[src/rtl/ccff_loader_pkg.sv]
// Shared types and CRC helpers for the configuration-chain loader.
// CHECK/ERR are only reachable when built with CCFF_CRC_EN.
package ccff_loader_pkg;

  typedef enum logic [2:0] {
    ST_IDLE,
    ST_LOAD,
    ST_SHIFT,
    ST_CHECK,
    ST_DONE,
    ST_ERR
  } state_t;

  localparam logic [15:0] CRC_POLY = 16'h1021;
  localparam logic [15:0] CRC_INIT = 16'hFFFF;

  // One MSB-first CRC-16-CCITT step for a single input bit.
  function automatic logic [15:0] crc_step(input logic [15:0] crc, input logic din);
    logic fb;
    fb = crc[15] ^ din;
    return {crc[14:0], 1'b0} ^ (fb ? CRC_POLY : 16'h0000);
  endfunction

endpackage

[src/rtl/ccff_crc16.sv]
// Serial CRC-16-CCITT accumulator, one bit per enabled cycle.
// Used by the loader only when built with CCFF_CRC_EN.
module ccff_crc16
  import ccff_loader_pkg::*;
(
  input  logic        clk,
  input  logic        rst_n,
  input  logic        en,
  input  logic        clr,
  input  logic        din,
  output logic [15:0] crc
);

  logic [15:0] crc_q;

  always_ff @(posedge clk or negedge rst_n) begin
    if (!rst_n)   crc_q <= CRC_INIT;
    else if (clr) crc_q <= CRC_INIT;
    else if (en)  crc_q <= crc_step(crc_q, din);
  end

  assign crc = crc_q;

endmodule

[src/rtl/ccff_bitstream_loader.sv]
// Streams bitstream words MSB-first onto the ccff chain with a registered clock-enable.
// Build with CCFF_CRC_EN to add a trailing CRC word check (CHECK/ERR states).
module ccff_bitstream_loader
  import ccff_loader_pkg::*;
#(
  parameter int WORD_W    = 32,
  parameter int CHAIN_LEN = 4096
) (
  input  logic              prog_clk,
  input  logic              prog_reset,
  input  logic              start,
  input  logic              s_valid,
  output logic              s_ready,
  input  logic [WORD_W-1:0] s_data,
  output logic              ccff_head,
  output logic              ccff_en,
  output logic              busy,
  output logic              cfg_done,
  output logic              error
);

  localparam int CW = $clog2(CHAIN_LEN + 1);
  localparam int WW = $clog2(WORD_W + 1);

  state_t            state_q;
  logic [CW-1:0]     bcnt_q;
  logic [WW-1:0]     wcnt_q;
  logic [WORD_W-1:0] sh_q;
  logic              rdy_q, head_q, en_q, busy_q, done_q;
  logic              chain_full, word_empty;
  logic [CW-1:0]     bcnt_inc;

  assign chain_full = (bcnt_q == CW'(CHAIN_LEN));
  assign word_empty = (wcnt_q == WW'(WORD_W));
  assign bcnt_inc   = chain_full ? bcnt_q : bcnt_q + CW'(1);

`ifdef CCFF_CRC_EN
  logic        err_q, crc_clr;
  logic [15:0] crc;

  assign crc_clr = start && (state_q == ST_IDLE || state_q == ST_DONE || state_q == ST_ERR);

  // CRC samples exactly what the chain captures: head on enabled edges.
  ccff_crc16 u_crc (
    .clk   (prog_clk),
    .rst_n (prog_reset),
    .en    (en_q),
    .clr   (crc_clr),
    .din   (head_q),
    .crc   (crc)
  );
`endif

  always_ff @(posedge prog_clk or negedge prog_reset) begin
    if (!prog_reset) begin
      state_q <= ST_IDLE;
      bcnt_q  <= '0;
      wcnt_q  <= '0;
      sh_q    <= '0;
      rdy_q   <= 1'b0;
      head_q  <= 1'b0;
      en_q    <= 1'b0;
      busy_q  <= 1'b0;
      done_q  <= 1'b0;
`ifdef CCFF_CRC_EN
      err_q   <= 1'b0;
`endif
    end else begin
      case (state_q)
        ST_IDLE, ST_DONE
`ifdef CCFF_CRC_EN
        , ST_ERR
`endif
        : if (start) begin
          state_q <= ST_LOAD;
          bcnt_q  <= '0;
          rdy_q   <= 1'b1;
          busy_q  <= 1'b1;
          done_q  <= 1'b0;
`ifdef CCFF_CRC_EN
          err_q   <= 1'b0;
`endif
        end
        // The handshake edge already presents bit 0, so SHIFT only counts the rest.
        ST_LOAD: if (s_valid) begin
          state_q <= ST_SHIFT;
          rdy_q   <= 1'b0;
          head_q  <= s_data[WORD_W-1];
          sh_q    <= s_data << 1;
          en_q    <= 1'b1;
          wcnt_q  <= WW'(1);
          bcnt_q  <= bcnt_inc;
        end
        ST_SHIFT: begin
          if (chain_full) begin
            en_q    <= 1'b0;
`ifdef CCFF_CRC_EN
            state_q <= ST_CHECK;
            rdy_q   <= 1'b1;
`else
            state_q <= ST_DONE;
            busy_q  <= 1'b0;
            done_q  <= 1'b1;
`endif
          end else if (word_empty) begin
            state_q <= ST_LOAD;
            en_q    <= 1'b0;
            rdy_q   <= 1'b1;
          end else begin
            head_q  <= sh_q[WORD_W-1];
            sh_q    <= sh_q << 1;
            en_q    <= 1'b1;
            wcnt_q  <= wcnt_q + WW'(1);
            bcnt_q  <= bcnt_inc;
          end
        end
`ifdef CCFF_CRC_EN
        ST_CHECK: if (s_valid) begin
          rdy_q  <= 1'b0;
          busy_q <= 1'b0;
          if (s_data[15:0] == crc) begin
            state_q <= ST_DONE;
            done_q  <= 1'b1;
          end else begin
            state_q <= ST_ERR;
            err_q   <= 1'b1;
          end
        end
`endif
        default: state_q <= ST_IDLE;
      endcase
    end
  end

  assign s_ready   = rdy_q;
  assign ccff_head = head_q;
  assign ccff_en   = en_q;
  assign busy      = busy_q;
  assign cfg_done  = done_q;
`ifdef CCFF_CRC_EN
  assign error     = err_q;
`else
  assign error     = 1'b0;
`endif

endmodule

[config.mk]
export PLATFORM = sky130hd
export DESIGN_NAME = ccff_bitstream_loader
export DESIGN_NICKNAME = d
export VERILOG_FILES = /design/src/rtl/ccff_loader_pkg.sv /design/src/rtl/ccff_crc16.sv /design/src/rtl/ccff_bitstream_loader.sv
export SDC_FILE = /design/constraint.sdc
export NUM_CORES = 1
export LEC_CHECK = 0
export BUFFER_PORTS_ARGS = -buffer_cell sky130_fd_sc_hd__buf_2
export CAP_MARGIN = 40
export CORE_ASPECT_RATIO = 0.75
export CORE_MARGIN = 10
export CORE_UTILIZATION = 51
export CTS_CLUSTER_DIAMETER = 60
export CTS_CLUSTER_SIZE = 8
export DETAILED_ROUTE_END_ITERATION = 10
export PLACE_DENSITY = 0.75
export SYNTH_ARGS = -nofsm -noshare
export SYNTH_HDL_FRONTEND = slang
export SYNTH_SLANG_ARGS = --single-unit
export TNS_END_PERCENT = 100
[constraint.sdc]
create_clock -name prog_clk -period 1.82 [get_ports prog_clk]
set_clock_uncertainty 0.05 [all_clocks]
set_input_delay 0.364 -clock prog_clk [delete_from_list [all_inputs] [get_ports prog_clk]]
set_output_delay 0.364 -clock prog_clk [all_outputs]
set_load 0.02 [all_outputs]
[Word level (Yosys, flattened, before mapping)]
Index checks and enable logic that the tools add are counted.
Cells by class
  add/subtract/negate cells: 2
  equality and inequality tests: 12
  muxes and demuxes: 37
  reductions and logical operators: 11
Operators with widths (count)
  $mux 32: 3
  $mux 13: 5
  $pmux 32 s2: 1
  $pmux 13 s3: 1
  $mux 6: 3
  $add 13x1->13 const B: 1
  $eq 13x13->1 const B: 1
  $mux 1: 13
  $mux 3: 4
  $ne 2x2->1 const B: 6
  $pmux 6 s2: 1
  $reduce_and 5->1: 2
  $pmux 3 s3: 1
  $pmux 1 s2: 4
  $add 6x1->6 const B: 1
  $eq 6x6->1 const B: 1
  $reduce_and 3->1: 2
  $reduce_and 4->1: 1
  $reduce_bool 2->1: 2
  $eq 3x1->1 const B: 1
  $eq 3x2->1 const B: 1
  $eq 3x3->1 const B: 1
  $logic_not 3->1: 1
  $ne 3x3->1 const B: 1
  other kinds (4): 4
Storage, ports and cells
  register bits after elaboration: 59
  input bits: 36
  word-level logic and storage cells: 71

[Longest topological paths before layout]
  depth after elaboration: 5
  gate-level depth with buffers: 9
  depth with buffers taken out: 8

[Worst setup path before layout]
No wires, ideal clock.
  kind: register to register
  start: register state_q[2]
  end: register head_q, in the netlist ccff_head
  setup time: 0.127 ns
  arrival time: 1.841 ns
  required time: 1.643 ns
  setup slack: -0.198 ns
  cell stages (with the launch flop): 10
  cell sequence: dfrtp_1 -> buf_4 -> or3b_1 -> buf_2 -> a21o_1 -> o21a_4 -> inv_4 -> buf_6 -> buf_4 -> a31oi_1
Between the ends
  word-level cells in the longest chain between the ends: 3
  elaborated cells between the ends (all ways): 8
  those cells by class: 5 x eq/ne; 1 x mux; 2 x reduce/logical
RTL lines
  from (decl): RTL line ccff_bitstream_loader.sv:25  | state_t state_q;
  from (signal assigned): RTL line ccff_bitstream_loader.sv:56  | state_q <= ST_IDLE;
  from (signal assigned): RTL line ccff_bitstream_loader.sv:75  | state_q <= ST_LOAD;
  from (signal assigned): RTL line ccff_bitstream_loader.sv:86  | state_q <= ST_SHIFT;
  $eq 3x2->1 / $eq 3x1->1 (equally long branches): RTL line ccff_bitstream_loader.sv:69  | case (state_q)
  $ne 2x2->1 (no source line) / $reduce_bool 2->1 (equally long branches)
  $reduce_and 4->1 (no source line)
  to (signal assigned): RTL line ccff_bitstream_loader.sv:88  | head_q <= s_data[WORD_W-1];
  to (signal assigned): RTL line ccff_bitstream_loader.sv:110  | head_q <= sh_q[WORD_W-1];
  to (decl): RTL line ccff_bitstream_loader.sv:29  | logic rdy_q, head_q, en_q, busy_q, done_q;
Parallel ways exist; a longest one is shown, timed or not.
A chain may end at the register's enable or synchronous reset.

[Worst setup path in the final report]
  start: register state_q[0]
  end: register sh_q[22]
Between the ends
  word-level cells in the longest chain between the ends: 3
  elaborated cells between the ends (all ways): 8
  those cells by class: 5 x eq/ne; 1 x mux; 2 x reduce/logical
RTL lines
  $eq 3x2->1 / $eq 3x1->1 (equally long branches): RTL line ccff_bitstream_loader.sv:69
  $ne 2x2->1 (no source line) / $reduce_bool 2->1 (equally long branches)
  $reduce_and 4->1 (no source line)
  to (signal assigned): RTL line ccff_bitstream_loader.sv:89  | sh_q <= s_data << 1;
  to (signal assigned): RTL line ccff_bitstream_loader.sv:111  | sh_q <= sh_q << 1;
  to (decl): RTL line ccff_bitstream_loader.sv:28  | logic [WORD_W-1:0] sh_q;
Parallel ways exist; a longest one is shown, timed or not.

==> results.sh <==
export IMPL_status="finished, violations left"
export IMPL_violations="setup timing"
export IMPL_routedWlPerCell_um=16.5
export IMPL_min_from="s_data[30]"
export IMPL_cts_made_buffers=9
export IMPL_regToRegStartpoint="state_q[0]"
export IMPL_synth_async_sr_flop_share=1.00
export IMPL_core_area_um2=5440
export IMPL_reg2reg_depth=8
export IMPL_grt_max_degree=70
export IMPL_timing_fmax_mhz=521
export IMPL_worst_hold_slack_ns=0.216
export IMPL_synth_most_common_cell="nand2_1"
export IMPL_cp_max_fo=8
export IMPL_grt_usage=0.162
export IMPL_syn_to_final_growth_pct=36.2
export IMPL_period_minus_slack_ns=1.92
export IMPL_grt_met2_usage=0.241
export IMPL_clkTransAtPathRegs_ns=0.07
export IMPL_globalRouteOverflowTotal=0
export IMPL_critPathKind="reg -> reg"
export IMPL_combPwrFrac=0.483
export IMPL_worst_endpoint_required_ns=2.03
export IMPL_die_w_um=107
export IMPL_cts_num_sinks=58
export IMPL_synth_area_leaders="dfrtp_1 (50%), nand2_1 (10%), a31oi_1 (7.5%)"
export IMPL_yosysTopAreaCell="dfrtp_1"
export IMPL_rsz0062_at_grt="yes"
export IMPL_fin_ws_ns=-0.100
export IMPL_leakage_nw=1.82
export IMPL_routed_wl_mm=8.30
export IMPL_max_cap_violations=0
export IMPL_crit_buf_inv=3
export IMPL_synth_cell_area_um2=2900
export IMPL_arrival_ns=2.13
export IMPL_clock_power_share=0.203
export IMPL_final_cells=503
export IMPL_crit_chain="or3b_4 > a21o_1 > o21a_4 > buf_12 > buf_12 > inv_8 > nor2_1 > a31oi_1"
export IMPL_grt_pass1_vias=2600
export IMPL_gp_congestion=0.821
export IMPL_r2r_slack_ns=-0.10
export IMPL_fp_row_count=23
export IMPL_use_met3=0.0468
export IMPL_internal_power_mw=3.91
export IMPL_final_util=0.727
export IMPL_grtUsageMet1=0.216
export IMPL_grt_pass1_wl_mm=12.2
export IMPL_crit_cells=8
export IMPL_worstHoldPathType="in -> reg"
export IMPL_fp_dieH_um=85.3
export IMPL_yosysUniqueCellTypes=42
export IMPL_crit_family="compound AO/OA/AOI/OAI gates"
export IMPL_fin_crit_sh=1.06
export IMPL_syn_num_nets=383
export IMPL_critPathMostFrequentCell="buf_12"
export IMPL_whs_path_depth=3
export IMPL_fill_cells=374
export IMPL_firstDrtPassIters=6
export IMPL_synth_edf_count=0
export IMPL_place_hpwl_mm=4.72
export IMPL_yosysWarningCount=0
export IMPL_switching_power_mw=2.64
export IMPL_via_count=2808
export IMPL_synth_top_cell_area_share=0.500
export IMPL_clock_latency_ns=0.34
export IMPL_ir_worst_vdd_uv=987
export IMPL_cts_tree="built"
export IMPL_switching_share=0.403
export IMPL_routed_via_density=5.58
export IMPL_dp_slack_ns=-0.267
export IMPL_drc=0
export IMPL_cp_start_kind="flip-flop"
export IMPL_yosysSeqAreaShare=0.500
export IMPL_power_density_nw_per_um2=1660
export IMPL_postSynthCellCount=343
export IMPL_io_buffers=40
export IMPL_avgSynthCellArea_um2=8.46
export IMPL_seq_power_share=0.314
export IMPL_worst_path_largest_cell_delay_ns=0.42
export IMPL_hold_viol=0
export IMPL_drive_gt1_frac=0.318
export IMPL_start_util=0.534
export IMPL_synth_common_cells="nand2_1 (79), dfrtp_1 (58), nor2_1 (45)"
export IMPL_setup_viol_count_final=23
export IMPL_htree_levels=3
export IMPL_cts_path_max_buffers=2
export IMPL_top_usage_layer="met2"
export IMPL_antenna_cells=0
export IMPL_synthFlopType="dfrtp_1"
export IMPL_drt_iter0_drc=241
export IMPL_io_pins=42
export IMPL_cpMaxStageDelayCell="or3b_4"
export IMPL_crit_path_end_kind="flip-flop"
export IMPL_reg2reg_to="sh_q[22]"
export IMPL_grt_antenna_before_repair=0
export IMPL_slew_viol_final=0
export IMPL_cts_root_buf="clkbuf_8"
export IMPL_ant_nets=0
export IMPL_fp_dieArea_um2=9140
export IMPL_final_nets=463
export IMPL_whs_endpoint="sh_q[31]"
export IMPL_placedCellCount=475
export IMPL_ys_seq_elements=58
==> state kept, by name, summed over array words and instances (netlist names) <==
| register | count |
|---|---|
| bcnt_q | 13 |
| state_q | 3 |
| sh_q | 31 |
| ccff_en | 1 |
| cfg_done | 1 |
| busy | 1 |
| ccff_head | 1 |
| wcnt_q | 6 |
| s_ready | 1 |
==> stage by stage <==
stage | instance area, um2 | total power, mW | setup TNS, ns
after floorplan | 2920 | 3.74 | -4.19
after global placement | 3380 | 4.27 | -6.60
after detailed placement | 3380 | 4.37 | -9.65
after CTS | 3670 | 5.82 | -0.0570
after global routing | 3950 | 6.99 | -5.04
final | 3950 | 6.55 | -1.22
==> cells in the final DEF, fill, tap and decap left out, types with 2 or more instances in the layout <==
master	count
a21oi_1	9
a31oi_1	34
and3_1	2
buf_12	5
buf_2	40
buf_4	35
buf_6	5
bufinv_16	2
clkbuf_8	10
clkinv_2	2
dfrtp_1	58
ha_1	3
inv_1	10
inv_8	3
nand2_1	78
nand3_1	11
nand4_1	6
nor2_1	35
nor2_2	10
o21ai_0	12
o21ai_1	13
o21ai_2	2
or3_1	2
or3b_4	2
xnor2_1	2
==> final cells by class <==
cell class / instances / area, um2 / share of cell area
Timing Repair inverter: 4 / 53.8 / 0.0136
Tap cell: 75 / 93.8 / 0.0237
Inverter: 11 / 67.6 / 0.0171
Clock buffer: 11 / 141 / 0.0358
Multi-Input combinational cell: 253 / 1440 / 0.364
Clock inverter: 5 / 77.6 / 0.0196
Sequential cell: 58 / 1450 / 0.367
Timing Repair Buffer: 86 / 629 / 0.159
==> layer usage <==
| layer | part of all wire | wire, um |
|---|---|---|
| met1 | 0.44 | 3660 |
| met2 | 0.47 | 3920 |
| met3 | 0.070 | 584 |
| met4 | 0.016 | 133 |
| met5 | 0 | 0 |
==> cell families after synthesis <==
logic type / synth area share
AO/OA/AOI/OAI: 0.166
XOR/XNOR: 0.00905
adder cells (fa/ha/maj): 0.0172
buffers and inverters: 0.0552
flip-flops: 0.500
multiplexers: 0.00345
other: 0.00129
AND/OR/NAND/NOR: 0.248
==> worst max-delay path by stage <==
stage,slack (ns),end,start
floorplan,-0.14,ccff_head,state_q[0]
global placement,-0.18,sh_q[9],bcnt_q[0]
detailed placement,-0.27,bcnt_q[12],state_q[0]
CTS,-0.04,bcnt_q[8],state_q[0]
global route,-0.19,sh_q[25],bcnt_q[0]
finish,-0.10,sh_q[22],state_q[0]
==> power groups by stage <==
stage	logic (mW)	clock network (mW)	registers, mW
finish	3.16	1.33	2.06
global route	3.47	1.41	2.11
global placement	2.26	0	2.01
CTS	2.46	1.34	2.02
floorplan	1.71	0	2.03
detailed placement	2.35	0	2.02
==> worst min-delay path: stages <==
cell     delay, ns
buf_2         0.09
nand2_1       0.04
a31oi_1       0.07
==> timing repair <==
| action | in CTS | in global routing |
|---|---|---|
| hold buffers | 1 | 0 |
| gates resized for setup | 12 | 47 |
| buffers inserted | 1 | 6 |
| cloned | 0 | 4 |
| pin swaps | 1 | 6 |
| hold endpoints to repair | 58 | 0 |
| endpoints found under the setup margin | 54 | 52 |
No activity file was read; power rests on OpenSTA's default activity.
